`config.mk`:
```
export PLATFORM = sky130hd
export DESIGN_NAME = microwave_cook_ctrl_flat
export DESIGN_NICKNAME = d
export VERILOG_FILES = /design/src/rtl/microwave_cook_ctrl_if.sv /design/src/rtl/microwave_cook_ctrl.sv /design/src/flat_wrapper.sv
export SDC_FILE = /design/constraint.sdc
export NUM_CORES = 1
export LEC_CHECK = 0
export CORE_MARGIN = 4
export CORE_UTILIZATION = 50
export DETAILED_ROUTE_END_ITERATION = 8
export DONT_BUFFER_PORTS = 1
export PLACE_DENSITY = 0.65
export SYNTH_ARGS = -nofsm -noshare
export SYNTH_HDL_FRONTEND = slang
export SYNTH_SLANG_ARGS = --single-unit
export TNS_END_PERCENT = 20
```
`constraint.sdc`:
```
create_clock -name clk -period 2.5 [get_ports clk]
set_input_delay 0.5 -clock clk [delete_from_list [all_inputs] [get_ports clk]]
set_output_delay 0.5 -clock clk [all_outputs]
set_load 0.02 [all_outputs]
```
`src/rtl/microwave_cook_ctrl_if.sv`:
```
// Front-panel bundle between the keypad/door/timebase side and the cook controller.
// The panel side (master) drives the strobes and levels; the controller (slave) drives the display and heater outputs.
interface microwave_cook_ctrl_if;
  logic        tick_1hz;
  logic        key_valid;
  logic [3:0]  key_digit;
  logic [3:0]  power_bcd;
  logic        start;
  logic        stop_clear;
  logic        door_closed;
  logic [15:0] time_bcd;
  logic        magnetron_on;
  logic        done;
  logic [2:0]  state;

  modport master (
    output tick_1hz, key_valid, key_digit, power_bcd, start, stop_clear, door_closed,
    input  time_bcd, magnetron_on, done, state
  );

  modport slave (
    input  tick_1hz, key_valid, key_digit, power_bcd, start, stop_clear, door_closed,
    output time_bcd, magnetron_on, done, state
  );
endinterface

```
`src/rtl/microwave_cook_ctrl.sv`:
```
// Microwave cook controller: keypad time entry, BCD mm:ss countdown, and power-level
// duty cycling of the magnetron over an 8-second phase window.
module microwave_cook_ctrl (
  input  logic                        clk,
  input  logic                        rst_n,
  microwave_cook_ctrl_if.slave        bus
);

  typedef enum logic [2:0] {
    IDLE  = 3'd0,
    ENTRY = 3'd1,
    COOK  = 3'd2,
    PAUSE = 3'd3,
    DONE  = 3'd4
  } state_t;

  state_t      state_q, state_d;
  logic [15:0] time_q, time_d;
  logic [2:0]  power_q, power_d;
  logic [2:0]  phase_q, phase_d;

  logic        digit_ok;
  logic [15:0] time_dec;
  logic [2:0]  power_sat;

  // Borrow ripples through the nibbles; seconds tens wraps to 5 so the result stays a legal mm:ss.
  function automatic logic [15:0] bcd_dec(input logic [15:0] t);
    logic [15:0] r;
    r = t;
    if (t[3:0] != 4'd0) begin
      r[3:0] = t[3:0] - 4'd1;
    end else begin
      r[3:0] = 4'd9;
      if (t[7:4] != 4'd0) begin
        r[7:4] = t[7:4] - 4'd1;
      end else begin
        r[7:4] = 4'd5;
        if (t[11:8] != 4'd0) begin
          r[11:8] = t[11:8] - 4'd1;
        end else begin
          r[11:8]  = 4'd9;
          r[15:12] = t[15:12] - 4'd1;
        end
      end
    end
    return r;
  endfunction

  assign digit_ok  = bus.key_valid && (bus.key_digit <= 4'd9);
  assign time_dec  = bcd_dec(time_q);
  assign power_sat = (bus.power_bcd > 4'd6) ? 3'd7 : bus.power_bcd[2:0];

  always_ff @(posedge clk) begin
    if (!rst_n) begin
      state_q <= IDLE;
      time_q  <= 16'h0000;
      power_q <= 3'd0;
      phase_q <= 3'd0;
    end else begin
      state_q <= state_d;
      time_q  <= time_d;
      power_q <= power_d;
      phase_q <= phase_d;
    end
  end

  // stop_clear is decoded first so it overrides start, keys and the 1 Hz tick.
  always_comb begin
    state_d = state_q;
    time_d  = time_q;
    power_d = power_q;
    phase_d = phase_q;

    if (bus.stop_clear) begin
      case (state_q)
        COOK:                state_d = PAUSE;
        PAUSE, ENTRY, DONE: begin
          state_d = IDLE;
          time_d  = 16'h0000;
        end
        default: ;
      endcase
    end else begin
      case (state_q)
        IDLE, DONE: begin
          if (digit_ok) begin
            time_d  = {12'h000, bus.key_digit};
            state_d = ENTRY;
          end
        end
        ENTRY: begin
          if (bus.start && (time_q != 16'h0000) && bus.door_closed) begin
            power_d = power_sat;
            phase_d = 3'd0;
            state_d = COOK;
          end else if (digit_ok) begin
            time_d = {time_q[11:0], bus.key_digit};
          end
        end
        COOK: begin
          if (!bus.door_closed) begin
            state_d = PAUSE;
          end else if (bus.tick_1hz) begin
            phase_d = phase_q + 3'd1;
            time_d  = time_dec;
            if (time_dec == 16'h0000) state_d = DONE;
          end
        end
        PAUSE: begin
          if (bus.start && bus.door_closed) state_d = COOK;
        end
        default: state_d = IDLE;
      endcase
    end
  end

  // Door gating is left combinational so opening the door kills the heater without waiting for an edge.
  assign bus.magnetron_on = (state_q == COOK) && bus.door_closed && (phase_q < power_q);
  assign bus.time_bcd     = time_q;
  assign bus.done         = (state_q == DONE);
  assign bus.state        = state_q;

endmodule

```
`src/flat_wrapper.sv`:
```
// flat-port wrapper written by rule: the top's interface ports become plain ports
module microwave_cook_ctrl_flat 
  (clk, rst_n, bus_tick_1hz, bus_key_valid, bus_key_digit, bus_power_bcd, bus_start, bus_stop_clear, bus_door_closed, bus_time_bcd, bus_magnetron_on, bus_done, bus_state);
  microwave_cook_ctrl_if bus_i ();
  input  logic clk;
  input  logic rst_n;
  input wire logic [$bits(bus_i.tick_1hz)-1:0] bus_tick_1hz;
  input wire logic [$bits(bus_i.key_valid)-1:0] bus_key_valid;
  input wire logic [$bits(bus_i.key_digit)-1:0] bus_key_digit;
  input wire logic [$bits(bus_i.power_bcd)-1:0] bus_power_bcd;
  input wire logic [$bits(bus_i.start)-1:0] bus_start;
  input wire logic [$bits(bus_i.stop_clear)-1:0] bus_stop_clear;
  input wire logic [$bits(bus_i.door_closed)-1:0] bus_door_closed;
  output wire logic [$bits(bus_i.time_bcd)-1:0] bus_time_bcd;
  output wire logic [$bits(bus_i.magnetron_on)-1:0] bus_magnetron_on;
  output wire logic [$bits(bus_i.done)-1:0] bus_done;
  output wire logic [$bits(bus_i.state)-1:0] bus_state;
  assign bus_i.tick_1hz = bus_tick_1hz;
  assign bus_i.key_valid = bus_key_valid;
  assign bus_i.key_digit = bus_key_digit;
  assign bus_i.power_bcd = bus_power_bcd;
  assign bus_i.start = bus_start;
  assign bus_i.stop_clear = bus_stop_clear;
  assign bus_i.door_closed = bus_door_closed;
  assign bus_time_bcd = bus_i.time_bcd;
  assign bus_magnetron_on = bus_i.magnetron_on;
  assign bus_done = bus_i.done;
  assign bus_state = bus_i.state;
  microwave_cook_ctrl u_core (.clk(clk), .rst_n(rst_n), .bus(bus_i));
endmodule
```
* Yosys cells after proc, flatten, opt, wreduce, memory -nomap -nowiden
Cells that the tools add are included.
Cells by class: bitwise logic cells 1, $add $sub $neg 5, magnitude comparators 3, eq/ne operators 18, multiplexer cells 28, reduce and logical (&&, ||, !) cells 20
Operators with widths (number):
- $mux W16 | 7
- $pmux W16 S3 | 1
- $mux W3 | 11
- $logic_not A16 Y1 | 1
- $mux W4 | 4
- $reduce_bool A16 Y1 | 1
- $reduce_bool A4 Y1 | 4
- $sub A4 B1 Y4 const B | 4
- $mux W12 | 1
- $ne A3 B2 Y1 const B | 4
- $pmux W3 S2 | 2
- $pmux W3 S4 | 1
- $ne A3 B3 Y1 const B | 3
- $mux W8 | 1
- $reduce_and A7 Y1 | 1
- $eq A3 B2 Y1 const B | 2
- $logic_and A1 B1 Y1 | 6
- $reduce_and A6 Y1 | 1
- $reduce_and A5 Y1 | 1
- $gt A4 B3 Y1 const B | 1
- $le A4 B4 Y1 const B | 1
- $ne A2 B1 Y1 const B | 2
- $ne A2 B2 Y1 const B | 2
- $ne A4 B3 Y1 const B | 1
- 12 further kinds | 12
Storage, ports and cells: register bits after elaboration 25

* Logic depth before layout (Yosys ltp)
Gate-level depths: netlist of the first run.
depth in word-level cells 10, depth in mapped cells 8, depth with buffers taken out 7

* Worst setup path before layout of the first run
OpenSTA, ideal clock, no wires.
kind register to output, start reg u_core.state_q[1] (netlist: u_core.bus.state[1]), end out bus_magnetron_on, setup slack 0.161 ns, stages on the path, launching flop included 5, path buffers 1, data required time 2.000 ns, arrival 1.839 ns, cell sequence dfxtp_1 clkbuf_1 nor3b_2 nand2_1 a211oi_1
Between the ends: word-level cells in the longest chain between the ends 3
Ends and longest elaborated chain:
- from (decl) | RTL line microwave_cook_ctrl.sv:17 | state_t state_q, state_d;
- from (signal assigned) | RTL line microwave_cook_ctrl.sv:60 | state_q <= state_d;
- $eq A3 B2 Y1 | RTL line microwave_cook_ctrl.sv:118 | assign bus.magnetron_on = (state_q == COOK) && bus.door_closed && (phase_q < power_q);
- $logic_and A1 B1 Y1 (2 in series) | RTL line microwave_cook_ctrl.sv:118
- to (decl) | RTL line flat_wrapper.sv:15 | output wire logic [$bits(bus_i.magnetron_on)-1:0] bus_magnetron_on;
Every way passes these cells.

* Worst setup path after layout of the first run
start reg u_core.time_q[13] (netlist: u_core.bus.time_bcd[13]), end reg u_core.time_q[1] (netlist: u_core.bus.time_bcd[1])
Between the ends: word-level cells in the longest chain between the ends 5
Ends and longest elaborated chain:
- from (decl) | RTL line microwave_cook_ctrl.sv:18 | logic [15:0] time_q, time_d;
- from (signal assigned) | RTL line microwave_cook_ctrl.sv:61 | time_q <= time_d;
- $reduce_bool A16 Y1 | RTL line microwave_cook_ctrl.sv:92 | if (bus.start && (time_q != 16'h0000) && bus.door_closed) begin
- $logic_and A1 B1 Y1 (2 in series) | RTL line microwave_cook_ctrl.sv:92
- $ne A3 B3 Y1 (no line)
- $reduce_and A7 Y1 (no line)
Every way passes these cells. A chain may end at the register's enable or synchronous reset.

==> impl_metrics.ini, run 1 <==
[worst_setup_path]
rrSetupSlack_ns = 0.28
arrival_ns = 2.43
crit_type = reg2reg
worstSetupStartpointType = register
rr_worst_depth = 7
end_kind = register
path_cells = inv_1 -> ha_1 -> nor4b_1 -> nand4_2 -> and2_1 -> or4_1 -> a21oi_1
crit_required_ns = 2.71
max_stage_delay_ns = 0.49
cp-startpoint = u_core.bus.time_bcd[13]
crit_fanout = 10
crit_path_end = u_core.bus.time_bcd[1]
slowest_stage = or4_1
r2r-start = u_core.bus.time_bcd[13]
reg2reg_to = u_core.bus.time_bcd[1]

[route]
vias_per_cell = 6.71
ant_nets = 0
dr.first_iter.drc_count = 210
vias = 1945
drtPass1Iterations = 5
wirelength_um = 5320
drcViolationCount = 0
wl_per_cell_um = 18.4

[logic_synthesis]
async_flop_share_pct = 0
synth.cell_area_sq_um = 1890
syn-instance-count = 238
avgSynthCellArea_sq_um = 7.92
yosysWarnings = 0
synth_edf_count = 0
synth_nets = 258
synthDistinctLibCells = 58
ys_ff_latch = 25
synth-seq-area-share_pct = 26.5
synthFlopType = dfxtp_1

[power]
ir_drop_v = 0.000326
power_leakage_uw = 0.000751
power.density_nw_per_um2 = 880

[floorplan]
die_y_um = 69.4
fp.dieW_um = 69.4
pin_count = 36
rows = 22
start_util_pct = 51.5
dieArea_sq_um = 4820
core-area_sq_um = 3660

[cts]
cts_tree = yes
clock_tree.buffer_depth = 2
hold_buffers = 0
numCtsBuffers = 3
cts.repair.resized = 0
clk-insertion-delay-late_ns = 0.27
post_cts_buffers = 0
clkSinkCount = 25
cts-root-buf = clkbuf_8
clkTransAtPathRegs_ns = 0.09
ctsHtreeMaxLevel = 1

[final_layout]
antenna_cells = 0
layout_common_cells = dfxtp_1 (25), buf_4 (20), nor2_1 (17), nand2_1 (16)
seq_area_sq_um = 500
num-fill-cells = 347
syn_to_final_growth_pct = 8.63
mostFrequentLayoutCell = dfxtp_1
stdcell_count = 290
final_core_util_pct = 55.9
multi_input_area_sq_um = 1270
nets = 263
drive_above_1_share_pct = 14.5

[timing]
setup_tns_ns = 0
worstMarginPinSlew_ns = 0.607
hold_violations = 0
period_share_pct = 89.0
whs_ns = 0.366
finClkSkew_ns = 0.00326
relSlewSlack_pct = 58.5
period_minus_slack_ns = 2.22
rsz0062_at_grt = no
setup_viol = 0
final_max_slew_viol_count = 0
clock.fmax_mhz = 450

[global_routing]
grt_pass1_vias = 1873
overflow = 0
antenna_found_initial = 0
grt_pass1_wl_um = 8980
grt_max_degree = 23
grt_usage_pct = 22.0

[hold_path]
min_path_type = in2reg

[outcome]
status = finished, final reports clean

[place]
dp_hpwl_um = 3910
port_buffers = 0
gp_congestion = 0.951
dp_cells = 286

[job]
max_cap_violations = 0
[how the worst min path moves through the flow]
stage	from	to	slack, ns	depth (start not counted)
CTS	rst_n	u_core.bus.state[2]	0.37	2
floorplan	u_core.power_q[1]	u_core.power_q[1]	0.44	2
global route	rst_n	u_core.bus.state[2]	0.37	2
detailed placement	u_core.power_q[2]	u_core.power_q[2]	0.47	2
finish	rst_n	u_core.bus.state[2]	0.37	2
global placement	u_core.power_q[1]	u_core.power_q[1]	0.46	2
[cell usage after synthesis, types with 5 or more instances]
cell,instances,area (sq um)
a211oi_1,6,45.0
a21oi_1,15,75.1
a22oi_1,5,37.5
buf_2,7,35.0
clkbuf_1,9,33.8
dfxtp_1,25,500
ha_1,5,62.6
inv_1,5,18.8
nand2_1,16,60.1
nand3_1,11,55.1
nand4_1,6,37.5
nor2_1,17,63.8
nor3_1,7,35.0
o21ai_0,15,75.1
[report_power, final]
group | internal (uW) | switching [uW] | leakage, uW
Clock | 114 | 133 | 0.0000228
Combinational | 410 | 628 | 0.000526
Sequential | 441 | 77.8 | 0.000202
[worst max-delay path: cells and delay by family (launching register included)]
kind / cells / cell delay, ns
compound gates: 1 / 0.13
fa+ha+maj: 1 / 0.16
buf+inv: 1 / 0.15
flops: 1 / 0.40
simple gates: 4 / 1.31
[routing by layer]
layer,wire (um),GRT usage (%)
met1,2350,29.8
met2,2620,36.9
met3,330,3.77
met4,22,4.56
met5,0,0
[logic make-up after synthesis]
family	count (synthesis)	share of synthesized area (%)
muxes	5	2.79
buffers and inverters	26	6.10
AOI/OAI and AO/OA	76	27.7
and+or+nand+nor	96	31.2
DFF	25	26.5
adders and majority gates	5	3.32
xor gates and xnor gates	5	2.32
[flip-flops by register name, indices dropped and copies added, names as in the netlist]
signal / flops
u_core.bus.time_bcd: 16
u_core.power_q: 3
u_core.phase_q: 3
u_core.bus.state: 3
[area by class of cell]
class                      instances  area share, %
multi-input combinational        187           62.0
sequential                        25           24.4
timing repair buffer              20           7.33
tap                               48           2.93
clock buffer                       4           2.20
inverter                           6           1.10
[through the flow]
step | setup WS [ns] | cell area [sq um] | total power [uW]
after floorplan | 0.161 | 1890 | 1300
after global placement | 0.329 | 2000 | 1540
after detailed placement | 0.278 | 2000 | 1540
after CTS | 0.254 | 2050 | 1790
after global routing | 0.0413 | 2050 | 1930
final | 0.276 | 2050 | 1800
(Power assumes the default switching activity.)
==> inputs of run 2 (changes only) <==
--- a/config.mk
+++ b/config.mk
@@ -5,11 +5,11 @@
 export SDC_FILE = /design/constraint.sdc
 export NUM_CORES = 1
 export LEC_CHECK = 0
+export BUFFER_PORTS_ARGS = -buffer_cell sky130_fd_sc_hd__buf_2
 export CORE_MARGIN = 4
 export CORE_UTILIZATION = 50
 export DETAILED_ROUTE_END_ITERATION = 8
-export DONT_BUFFER_PORTS = 1
-export PLACE_DENSITY = 0.65
+export PLACE_DENSITY = 0.73
 export SYNTH_ARGS = -nofsm -noshare
 export SYNTH_HDL_FRONTEND = slang
 export SYNTH_SLANG_ARGS = --single-unit
==> constraint.sdc (replaced) <==
create_clock -name clk -period 2.5 [get_ports clk]
set_input_delay 0.5 -clock clk [delete_from_list [all_inputs] [get_ports clk]]
set_output_delay 0.5 -clock clk [all_outputs]
set_load 0.01 [all_outputs]
==> run 2 against run 1 <==
Non-clock buffer count up 27. Total power up 0.61%. Sequential power about the same. Clock power down 3%. Via count up 5.6%. Wire length up 2.4%. Hold slack better by 0.12 ns. Global-route usage down 0.063 points. Critical endpoint is now u_core.bus.time_bcd[2].
==> impl_metrics.ini, run 2 (synthesis results as in run 1) <==
[outcome]
status = finished, final reports clean

[cts]
clk-insertion-delay-late_ns = 0.27
clkSinkCount = 25
post_cts_buffers = 0
clock_tree.buffer_depth = 2
ctsHtreeMaxLevel = 1
hold_buffers = 0
clkTransAtPathRegs_ns = 0.09
cts_tree = yes
cts-root-buf = clkbuf_8
numCtsBuffers = 3
cts.repair.resized = 0

[final_layout]
largest_reg_flops = 16
syn_to_final_growth_pct = 14.8
layout_common_cells = buf_2 (35), dfxtp_1 (25), nor2_1 (17), nand2_1 (16)
mostFrequentLayoutCell = buf_2
nets = 290
antenna_cells = 0
drive_above_1_share_pct = 23.4

[place]
dp_hpwl_um = 4010
gp_congestion = 0.887
port_buffers = 35

[worst_setup_path]
crit_type = reg2reg
path_cells = inv_1 -> ha_1 -> nor4b_1 -> nand4_2 -> and2_1 -> or4_1 -> a21oi_1
crit_required_ns = 2.70
crit_fanout = 10
max_stage_delay_ns = 0.50
arrival_ns = 2.52
end_kind = register
slowest_stage = or4_1
worstSetupStartpointType = register

[floorplan]
dieArea_sq_um = 4820
rows = 22
pin_count = 36
die_y_um = 69.4
core-area_sq_um = 3660
start_util_pct = 51.5
fp.dieW_um = 69.4

[route]
ant_nets = 0
dr.first_iter.drc_count = 254
drtPass1Iterations = 5
wl_per_cell_um = 17.2
vias_per_cell = 6.48
drcViolationCount = 0
vias = 2054
wirelength_um = 5450

[global_routing]
grt_usage_pct = 22.0
overflow = 0
grt_max_degree = 17
antenna_found_initial = 0
grt_pass1_wl_um = 8740
grt_pass1_vias = 1765

[timing]
setup_viol = 0
setup_tns_ns = 0
rsz0062_at_grt = no
worstMarginPinSlew_ns = 0.590
relSlewSlack_pct = 59.6
period_share_pct = 92.6
final_max_slew_viol_count = 0
finClkSkew_ns = 0.00389
period_minus_slack_ns = 2.32
hold_violations = 0
clock.fmax_mhz = 432

[power]
ir_drop_v = 0.000427
power.density_nw_per_um2 = 838
power_leakage_uw = 0.000880
power_uw = 1810

[job]
max_cap_violations = 0

[hold_path]
min_path_type = reg2reg
run 2: per-stage QoR:
stage	utilization [%]	cells	area, sq um	hold WS, ns	worst slack [ns]
2_1_floorplan	-	238	1890	0.444	0.447
3_3_place_gp	57.9	313	2120	0.461	0.200
3_5_place_dp	57.9	313	2120	0.464	0.196
4_1_cts	59.1	317	2160	0.477	0.192
5_1_grt	59.1	317	2160	0.506	0.0272
6_report	59.1	317	2160	0.482	0.184
run 2: metal layers:
layer,vias up,track usage (%),part of all wire [%]
li1,979,-,-
met1,954,31.4,42
met2,115,34.6,47
met3,6,3.33,9.9
met4,0,5.21,0.97
met5,-,0,0
run 2: cell type report:
| type | count | area (sq um) |
|---|---|---|
| Clock buffer | 3 | 41.3 |
| Clock inverter | 1 | 5.00 |
| Fill cell | 369 | 1500 |
| Inverter | 6 | 22.5 |
| Multi-Input combinational cell | 187 | 1270 |
| Sequential cell | 25 | 500 |
| Tap cell | 48 | 60.1 |
| Timing Repair Buffer | 47 | 265 |
run 2: where the power goes:
part           switching (uW)  leakage, uW  internal [uW]  total [uW]
Sequential               74.8     0.000202            441         516
Combinational             630     0.000653            429        1060
Clock                     129    0.0000255            111         240
Total                     833     0.000880            981        1810
run 2: path summary, 6_finish.rpt:
kind                            from                     end  slack (ns)  cells past startpoint
min reg2reg        u_core.power_q[1]       u_core.power_q[1]        0.48                      2
max          u_core.bus.time_bcd[12]  u_core.bus.time_bcd[2]        0.18                      7
max reg2reg  u_core.bus.time_bcd[12]  u_core.bus.time_bcd[2]        0.18                      7
min                u_core.power_q[1]       u_core.power_q[1]        0.48                      2
run 2: critical path, delay by kind of cell, from the launching register on:
kind | cells | cell delay, ns
DFF | 1 | 0.38
adders and majority gates | 1 | 0.15
buffers and inverters | 1 | 0.14
and+or+nand+nor | 4 | 1.45
AOI/OAI and AO/OA | 1 | 0.13
